### config.mk
export PLATFORM = sky130hd
export DESIGN_NAME = imem_port_arbiter
export DESIGN_NICKNAME = d
export VERILOG_FILES = /design/src/rtl/imem_port_arbiter.sv
export SDC_FILE = /design/constraint.sdc
export NUM_CORES = 1
export LEC_CHECK = 0
export BUFFER_PORTS_ARGS = -buffer_cell sky130_fd_sc_hd__buf_2
export CAP_MARGIN = 20
export CORE_AREA = 5 5 78 80
export CTS_CLUSTER_SIZE = 28
export DETAILED_ROUTE_END_ITERATION = 8
export DIE_AREA = 0 0 83 85
export MAX_ROUTING_LAYER = met4
export PLACE_DENSITY = 0.77
export SLEW_MARGIN = 20
export SYNTH_ARGS = -nofsm -noshare
export SYNTH_HDL_FRONTEND = slang
export SYNTH_SLANG_ARGS = --single-unit
### constraint.sdc
create_clock -name clk -period 1.7 [get_ports clk]
set_input_delay 0.34 -clock clk [delete_from_list [all_inputs] [get_ports clk]]
set_output_delay 0.34 -clock clk [all_outputs]
set_load 0.01 [all_outputs]
### src/rtl/imem_port_arbiter.sv
// imem_port_arbiter
//   Shares one single-port synchronous instruction RAM between the fetch stage
//   (reads) and the program loader (writes). After reset the core is held in
//   BOOT while the loader fills the RAM. ld_done then moves the block to RUN,
//   where fetch has priority and the loader is guaranteed a slot after at most
//   STARVE_MAX consecutive fetch grants.
//
// Ports
//   clk, reset            clock, synchronous active-high reset
//   if_req/if_addr        fetch request and byte address
//   if_stall              fetch not granted this cycle (combinational)
//   if_rvalid/if_rdata    fetch data, one cycle after the grant
//   ld_valid/ld_addr/
//   ld_wdata/ld_ready     loader write handshake (0-cycle accept)
//   ld_done               pulse that ends BOOT
//   boot                  1 while in BOOT
//   addr_err              sticky out-of-range flag
//   mem_*                 RAM port, driven combinationally from the grant
//
// state   | meaning
// --------+-----------------------------------------------------------
// ST_BOOT | loader owns the RAM, every fetch stalls
// ST_RUN  | fetch has priority, loader forced in after STARVE_MAX waits
module imem_port_arbiter #(
  parameter int          ADDR_W     = 32,
  parameter int          DEPTH      = 64,
  parameter bit          BOOT_EN    = 1'b1,
  parameter int          STARVE_MAX = 4,
  parameter logic [31:0] NOP_WORD   = 32'h00000013,
  localparam int         IDX_W      = $clog2(DEPTH)
) (
  input  logic              clk,
  input  logic              reset,
  input  logic              if_req,
  input  logic [ADDR_W-1:0] if_addr,
  output logic              if_stall,
  output logic              if_rvalid,
  output logic [31:0]       if_rdata,
  input  logic              ld_valid,
  input  logic [ADDR_W-1:0] ld_addr,
  input  logic [31:0]       ld_wdata,
  output logic              ld_ready,
  input  logic              ld_done,
  output logic              boot,
  output logic              addr_err,
  output logic              mem_en,
  output logic              mem_we,
  output logic [IDX_W-1:0]  mem_addr,
  output logic [31:0]       mem_wdata,
  input  logic [31:0]       mem_rdata
);

  typedef enum logic {ST_BOOT, ST_RUN} state_t;

  localparam logic [3:0] STARVE_LIM = 4'(STARVE_MAX);

  state_t     state, state_nxt;
  logic [3:0] starve_cnt, starve_nxt;
  logic       rd_pend, nop_pend, addr_err_q;
  logic       fetch_gnt, ld_gnt, force_ld;
  logic       if_oor, ld_oor;
  logic       unused_low_bits;

  assign if_oor = |if_addr[ADDR_W-1:IDX_W+2];
  assign ld_oor = |ld_addr[ADDR_W-1:IDX_W+2];
  assign unused_low_bits = ^{if_addr[1:0], ld_addr[1:0]};

  always_comb begin
    state_nxt  = state;
    fetch_gnt  = 1'b0;
    ld_ready   = 1'b0;
    force_ld   = 1'b0;
    if (!reset) begin
      case (state)
        ST_BOOT: begin
          ld_ready = 1'b1;
          if (ld_done) state_nxt = ST_RUN;
        end
        ST_RUN: begin
          force_ld  = (starve_cnt == STARVE_LIM) && ld_valid;
          fetch_gnt = if_req && !force_ld;
          ld_ready  = !if_req || force_ld;
        end
        default: state_nxt = ST_RUN;
      endcase
    end
    ld_gnt   = ld_valid && ld_ready;
    if_stall = if_req && !fetch_gnt;

    mem_en    = 1'b0;
    mem_we    = 1'b0;
    mem_addr  = '0;
    mem_wdata = '0;
    if (fetch_gnt && !if_oor) begin
      mem_en   = 1'b1;
      mem_addr = if_addr[IDX_W+1:2];
    end else if (ld_gnt && !ld_oor) begin
      mem_en    = 1'b1;
      mem_we    = 1'b1;
      mem_addr  = ld_addr[IDX_W+1:2];
      mem_wdata = ld_wdata;
    end

    // A waiting loader accumulates fetch grants; any loader grant or an idle
    // loader clears the count.
    if (ld_gnt || !ld_valid) begin
      starve_nxt = '0;
    end else if (fetch_gnt && starve_cnt != STARVE_LIM) begin
      starve_nxt = starve_cnt + 4'd1;
    end else begin
      starve_nxt = starve_cnt;
    end
  end

  always_ff @(posedge clk) begin
    if (reset) begin
      state      <= BOOT_EN ? ST_BOOT : ST_RUN;
      starve_cnt <= '0;
      rd_pend    <= 1'b0;
      nop_pend   <= 1'b0;
      addr_err_q <= 1'b0;
    end else begin
      state      <= state_nxt;
      starve_cnt <= starve_nxt;
      rd_pend    <= fetch_gnt && !if_oor;
      nop_pend   <= fetch_gnt && if_oor;
      if ((fetch_gnt && if_oor) || (ld_gnt && ld_oor)) addr_err_q <= 1'b1;
    end
  end

  // The pending flags are gated by reset so a read in flight when reset
  // arrives is dropped in the reset cycle itself, not one cycle later.
  always_comb begin
    if_rvalid = (rd_pend || nop_pend) && !reset;
    if_rdata  = '0;
    if (!reset) begin
      if (rd_pend)       if_rdata = mem_rdata;
      else if (nop_pend) if_rdata = NOP_WORD;
    end
  end

  assign boot     = (state == ST_BOOT);
  assign addr_err = addr_err_q;

endmodule

# Word level (Yosys, flattened, before mapping)
# Cells that the tools add are included.
[totals] regBits=8 input_bits=133 output_inout_bits=77
[classes] addsub=1 eq_ne=2 muxes=16 bitwise_logic=1 reduce_logical=24
[ops] op="32-bit two-way mux" n=4
[ops] op="24-bit OR reduction" n=2
[ops] op="6-bit two-way mux" n=2
[ops] op="1-bit logical AND" n=10
[ops] op="1-bit two-way mux" n=8
[ops] op="1-bit logical NOT" n=7
[ops] op="5-bit two-way mux" n=1
[ops] op="4-bit by 1-bit adder with 4-bit output (second input constant)" n=1
[ops] op="4-bit by 3-bit equality test with 1-bit output (second input constant)" n=1
[ops] op="1-bit logical OR" n=4
[ops] op="4-bit by 3-bit inequality test with 1-bit output (second input constant)" n=1
[ops] op="1-bit case mux with 2 select lines" n=1
[ops] op="2-bit OR reduction" n=1
[ops] op="1-bit inverter" n=1

# Longest topological paths before layout
# Gate-level depths: netlist of the first run.
[logic_depth] ltp_word=9 mapped_depth=7 depth_no_buf=6

# Worst setup path after synthesis of the first run
# OpenSTA, ideal clock, no wires.
[synth_path] path_type="reg2out" from="register starve_cnt[0]" to="output port mem_wdata[12]" t_arrival_ps=1622 setup_slack_ps=-262 path_stages_with_launch=8 path_buffers=1 cell_sequence="dfxtp_1 -> inv_1 -> ha_1 -> nand4b_1 -> and3_1 -> nor4_4 -> buf_2 -> and2_1"
[synth_between] elab_chain_len=9 elab_cells_between_ends=14 classes_between="eq/ne: 1; mux: 6; reduce/logical: 7"
[synth_rtl] element="from (decl)" line="58" text="logic [3:0] starve_cnt, starve_nxt;"
[synth_rtl] element="from (signal assigned)" line="124" text="starve_cnt <= starve_nxt;"
[synth_rtl] element="4-bit by 3-bit equality test with 1-bit output *" line="80" text="force_ld = (starve_cnt == STARVE_LIM) && ld_valid;"
[synth_rtl] element="1-bit logical AND *" line="80"
[synth_rtl] element="1-bit logical OR" line="82" text="ld_ready = !if_req || force_ld;"
[synth_rtl] element="1-bit case mux with 2 select lines" line="74" text="case (state)"
[synth_rtl] element="1-bit two-way mux" line="73" text="if (!reset) begin"
[synth_rtl] element="1-bit logical AND" line="87" text="ld_gnt = ld_valid && ld_ready;"
[synth_rtl] element="1-bit logical AND" line="97" text="end else if (ld_gnt && !ld_oor) begin"
[synth_rtl] element="32-bit two-way mux" line="97"
[synth_rtl] element="32-bit two-way mux *" line="94" text="if (fetch_gnt && !if_oor) begin"
[synth_rtl] element="to (decl)" line="49" text="output logic [31:0] mem_wdata,"
# Mark *: on every way between the ends. The rest lies on a longest branch, timed or not.

# Worst setup path after layout of the first run
[layout_path] from="register starve_cnt[0]" to="output port mem_wdata[20]"
# Same word-level chain as after synthesis.

==> flow_summary.json, run 1 <==
{
  "viasPerCell": 4.16,
  "critPathTopFamily": "simple AND/OR/NAND/NOR gates",
  "ys.warnings.count": 0,
  "synthDistinctLibCells": 27,
  "worst_pin_slew_ns": 0.323,
  "clock_latency_ns": 0.23,
  "rsz0062_at_grt": "yes",
  "ys_ff_latch": 8,
  "avgRoutedWirePerCell_um": 13.9,
  "synth_edf_count": 0,
  "core_area_um2": 5340,
  "pwr-share-comb": 0.351,
  "grt_max_degree": 41,
  "whs_ns": 0.329,
  "avgSynthCellArea_um2": 6.92,
  "route.detailed.drc": 0,
  "swShare": 0.250,
  "ys_seq_area_frac": 0.160,
  "rrSetupSlack_ns": 0.16,
  "num_io_pins": 210,
  "placed_cells": 427,
  "crit_type": "reg2out",
  "antenna_found_initial": 0,
  "seqPwrFrac": 0.299,
  "num_antenna_cells": 0,
  "critical_path.startpoint_type": "flop",
  "dieArea_um2": 7060,
  "clock_skew_ns": 0.000981,
  "final.period_utilization": 1.25,
  "vias": 1820,
  "placed_area_um2": 2250,
  "violations": "setup timing",
  "rows": 27,
  "synthCells": 145,
  "drt-total-wl_um": 6090,
  "grt_usage": 0.151,
  "drtPass1Iterations": 4,
  "min_period_ns": 2.12,
  "postRouteAntennaNets": 0,
  "final_util": 0.481,
  "cp_slowest_cell": "dfxtp_2",
  "switching_power_mw": 0.166,
  "critPathCaptureType": "primary output",
  "async_flop_share": 0,
  "clkPwrFrac": 0.349,
  "path_clk_slew_ns": 0.04,
  "hold_buffers": 0,
  "first_iter_violations": 29,
  "stdcell_count": 438,
  "nets": 503,
  "drive_above_1_share": 0.694,
  "htree_num_levels": 1,
  "max_cap_violations": 0,
  "p_per_area_nw_per_um2": 258,
  "grt_pass1_wl_um": 8710,
  "status": "finished with violations",
  "start_util": 0.188,
  "required_ns": 1.36,
  "totalPowerFinal_mw": 0.662,
  "p_leak_nw": 1.51,
  "place.gp.congestion": 0.905,
  "cts_tree": "done",
  "setup_slack_ns": -0.417,
  "die_y_um": 85,
  "globalRouteOverflowTotal": 0,
  "relSlewSlack": 0.784,
  "fin_area_um2": 2560,
  "syn_area_um2": 1000,
  "clock-sinks": 8,
  "fmax_mhz": 472,
  "hold_path.class": "in2reg",
  "cts_buffers": 3,
  "critPathArrivalTime_ns": 1.78,
  "nFillCells": 548,
  "cp_num_buf_inv": 4,
  "final_common_cell": "buf_2",
  "syn_nets": 280,
  "grt_pass1_vias": 1772,
  "critPathMaxStageDelay_ns": 0.31,
  "path_cells": "inv_2 > ha_4 > nand4b_1 > and3_4 > nor4_4 > buf_6 > clkbuf_16 > and2_1 > buf_2",
  "setup_viol": 42,
  "dp_hpwl_um": 4990,
  "mostFrequentLayoutCells": "190 x buf_2, 53 x and2_1, 20 x buf_6",
  "cts-root-buf": "clkbuf_8",
  "area_growth_pct": 156,
  "intPower_mw": 0.496,
  "drv_slew": 0,
  "ir_drop_v": 0.000367,
  "hold_violations": 0,
  "die_w_um": 83,
  "crit_fanout": 20,
  "synth_ff_type": "dfxtp_1",
  "io_buffers": 205,
  "clock_path_buffers": 2
}
[cell type report]
class | instances | area (um^2) | area share
multi-input cells | 121 | 897 | 0.350
well taps | 72 | 90.1 | 0.0351
repair buffers | 226 | 1340 | 0.524
flip-flops and latches | 8 | 163 | 0.0634
clock buffers | 3 | 41.3 | 0.0161
inverters | 8 | 30.0 | 0.0117
[stage by stage]
step	TNS (ns)	worst slack, ns
floorplan	-3.58	-0.0948
global route	-19.35	-0.497
CTS	-14.97	-0.408
finish	-15.67	-0.417
detailed placement	-15.42	-0.423
global placement	-13.92	-0.376
[tightest hold or removal path, cell delays in order]
cell	delay [ns]
buf_2	0.07
nor2_1	0.03
nor2_1	0.08
[sequential cells by signal, indices dropped and copies added, names as in the netlist]
name / flops
state: 1
rd_pend: 1
addr_err: 1
nop_pend: 1
starve_cnt: 4
[power groups by stage]
stage	combinational, mW	clock (mW)	sequential (mW)
floorplan	0.0367	0	0.200
global placement	0.206	0	0.200
detailed placement	0.209	0	0.200
CTS	0.229	0.238	0.198
global route	0.254	0.248	0.199
finish	0.232	0.231	0.198
[per-layer routing]
layer,wire (um),track usage,vias up,share of wire
li1,-,-,927,-
met1,2420,0.170,795,0.40
met3,493,0.0485,4,0.081
met4,27,0.0163,0,0.0044
met5,0,-,-,0
met2,3150,0.269,94,0.52
[synth_stat cells, types with 3 or more instances]
master / number / share of area
dfxtp_1: 8 / 0.16
and2_1: 61 / 0.38
nor4_1: 12 / 0.075
a21oi_1: 4 / 0.020
nand3_1: 3 / 0.015
inv_1: 8 / 0.030
nor2_1: 12 / 0.045
clkbuf_1: 4 / 0.015
a22o_1: 6 / 0.052
[logic make-up (layout without fill, tap and decap cells)]
kind of cell | after synthesis | in the layout | share of synthesized area
buf+inv | 16 | 237 | 0.0673
compound gates | 15 | 15 | 0.106
fa+ha+maj | 2 | 2 | 0.0249
xor+xnor | 1 | 1 | 0.00873
flops | 8 | 8 | 0.160
simple gates | 103 | 103 | 0.633
[worst paths after layout]
| kind | from | to | cells past startpoint |
|---|---|---|---|
| hold / removal | ld_done | state | 3 |
| hold reg to reg | state | rd_pend | 2 |
| setup reg to reg | starve_cnt[0] | starve_cnt[1] | 9 |
| setup / recovery | starve_cnt[0] | mem_wdata[20] | 9 |
[what timing repair did]
item,CTS,global route
buffers inserted,4,2
resized for setup,21,22
gates cloned,0,3
pin swaps,1,3
setup endpoints to repair,42,70
Note: power is estimated with default switching activity, not from simulation.
==> inputs of run 2 (changes only) <==
BUFFER_PORTS_ARGS = -buffer_cell sky130_fd_sc_hd__buf_4   (was -buffer_cell sky130_fd_sc_hd__buf_2)
CTS_BUF_LIST = sky130_fd_sc_hd__clkbuf_4 sky130_fd_sc_hd__clkbuf_8 sky130_fd_sc_hd__clkbuf_16   (was not set)
==> flow_summary.json, run 2 (synthesis gave the netlist of run 1 again) <==
{
  "rsz0062_at_grt": "yes",
  "io_buffers": 205,
  "start_util": 0.188,
  "hold_buffers": 0,
  "core_area_um2": 5340,
  "clock_latency_ns": 0.23,
  "grt_pass1_wl_um": 10400,
  "hold_violations": 0,
  "area_growth_pct": 224,
  "ir_drop_v": 0.000305,
  "p_leak_nw": 1.68,
  "fmax_mhz": 462,
  "route.detailed.drc": 0,
  "num_antenna_cells": 0,
  "drv_slew": 0,
  "hold_depth": 3,
  "status": "finished with violations",
  "clock_skew_ns": 0.000282,
  "hold_path.class": "in2reg",
  "cp_slowest_cell": "dfxtp_2",
  "largest_reg_flops": 4,
  "antenna_found_initial": 0,
  "drt-total-wl_um": 7200,
  "final.period_utilization": 1.27,
  "rr_startpoint": "starve_cnt[0]",
  "place.gp.congestion": 0.926,
  "nets": 511,
  "grt_pass1_vias": 1925,
  "grt_max_degree": 17,
  "grt_usage": 0.185,
  "viasPerCell": 4.34,
  "placed_area_um2": 2770,
  "drive_above_1_share": 0.767,
  "critPathArrivalTime_ns": 1.83,
  "crit_type": "reg2out",
  "max_cap_violations": 0,
  "path_cells": "inv_2 > ha_4 > nand4b_1 > and3_4 > nor4_4 > buf_6 > a22o_1 > buf_6",
  "cts_buffers": 3,
  "first_iter_violations": 54,
  "mostFrequentLayoutCells": "185 x buf_4, 46 x buf_6, 32 x and2_1",
  "drtPass1Iterations": 4,
  "crit_fanout": 10,
  "dp_hpwl_um": 5470,
  "whs_ns": 0.318,
  "setup_viol": 42,
  "min_from": "ld_done",
  "min_period_ns": 2.17,
  "final_common_cell": "buf_4",
  "die_y_um": 85,
  "cts-root-buf": "clkbuf_8",
  "postRouteAntennaNets": 0,
  "fin_area_um2": 3250,
  "avgRoutedWirePerCell_um": 16.1,
  "tns_ns": -15.97,
  "setup_slack_ns": -0.466,
  "vias": 1936,
  "cpMostUsedCell": "buf_6",
  "num_io_pins": 210,
  "relSlewSlack": 0.684,
  "cp_num_buf_inv": 3,
  "required_ns": 1.36,
  "reg2reg_depth": 8,
  "critPathMaxStageDelay_ns": 0.32,
  "htree_num_levels": 1,
  "critPathTopFamily": "simple AND/OR/NAND/NOR gates",
  "critPathCaptureType": "primary output",
  "r2r-end": "starve_cnt[3]",
  "worst_pin_slew_ns": 0.474,
  "min_to": "state",
  "globalRouteOverflowTotal": 0,
  "max_flop_register": "starve_cnt",
  "cts_tree": "done",
  "p_per_area_nw_per_um2": 231,
  "critical_path.startpoint_type": "flop",
  "clock_path_buffers": 2,
  "rrSetupSlack_ns": 0.18,
  "violations": "setup timing",
  "die_w_um": 83,
  "path_clk_slew_ns": 0.04,
  "clock-sinks": 8,
  "dieArea_um2": 7060,
  "rows": 27
}
## run 2: timing repair
item / 4_1_cts / 5_1_grt
setup buffers: 10 / 3
setup endpoints to repair: 42 / 60
pin swaps: 32 / 15
cloned: 3 / 0
resized for setup: 64 / 28
## run 2: how the worst max path moves through the flow
| stage | startpoint | end | cells after the start |
|---|---|---|---|
| floorplan | ld_addr[27] | mem_wdata[0] | 5 |
| global placement | ld_addr[9] | mem_wdata[9] | 7 |
| detailed placement | ld_addr[9] | mem_addr[1] | 7 |
| CTS | starve_cnt[0] | mem_wdata[16] | 8 |
| global route | starve_cnt[0] | mem_addr[1] | 8 |
| finish | starve_cnt[0] | mem_addr[1] | 8 |
## run 2: layout make-up
| cell class | instances | area (um^2) |
|---|---|---|
| repair buffers | 231 | 1910 |
| clock buffers | 3 | 41.3 |
| multi-input cells | 124 | 1020 |
| fillers | 476 | 2080 |
| flip-flops and latches | 8 | 164 |
| inverters | 8 | 30.0 |
| well taps | 72 | 90.1 |
## run 2: stage by stage
step	std cells	total power [mW]	util	setup WS [ns]
after floorplan	145	0.237	-	-0.0948
after global placement	428	0.493	0.520	-0.385
after detailed placement	428	0.497	0.520	-0.437
after CTS	443	0.743	0.586	-0.467
after global routing	446	0.797	0.609	-0.579
final	446	0.752	0.609	-0.466
## run 2: where the power goes
part / switching [mW] / internal, mW
sequential: 0.00523 / 0.194
clock: 0.0752 / 0.153
combinational: 0.0953 / 0.229
total: 0.176 / 0.576
## run 2: worst register-to-register path: stages, from the launching register on
cell and delay (ns):
dfxtp_2 0.33, inv_2 0.05, ha_4 0.15, nand4b_1 0.12
buf_4 0.14, nand3_4 0.08, buf_6 0.14, or2_2 0.33
nor2_1 0.12
## run 2: metal layers
| metal | track usage | wire, um |
|---|---|---|
| met5 | - | 0 |
| met2 | 0.329 | 3920 |
| met1 | 0.211 | 2690 |
| met3 | 0.0563 | 512 |
| met4 | 0.0193 | 71 |
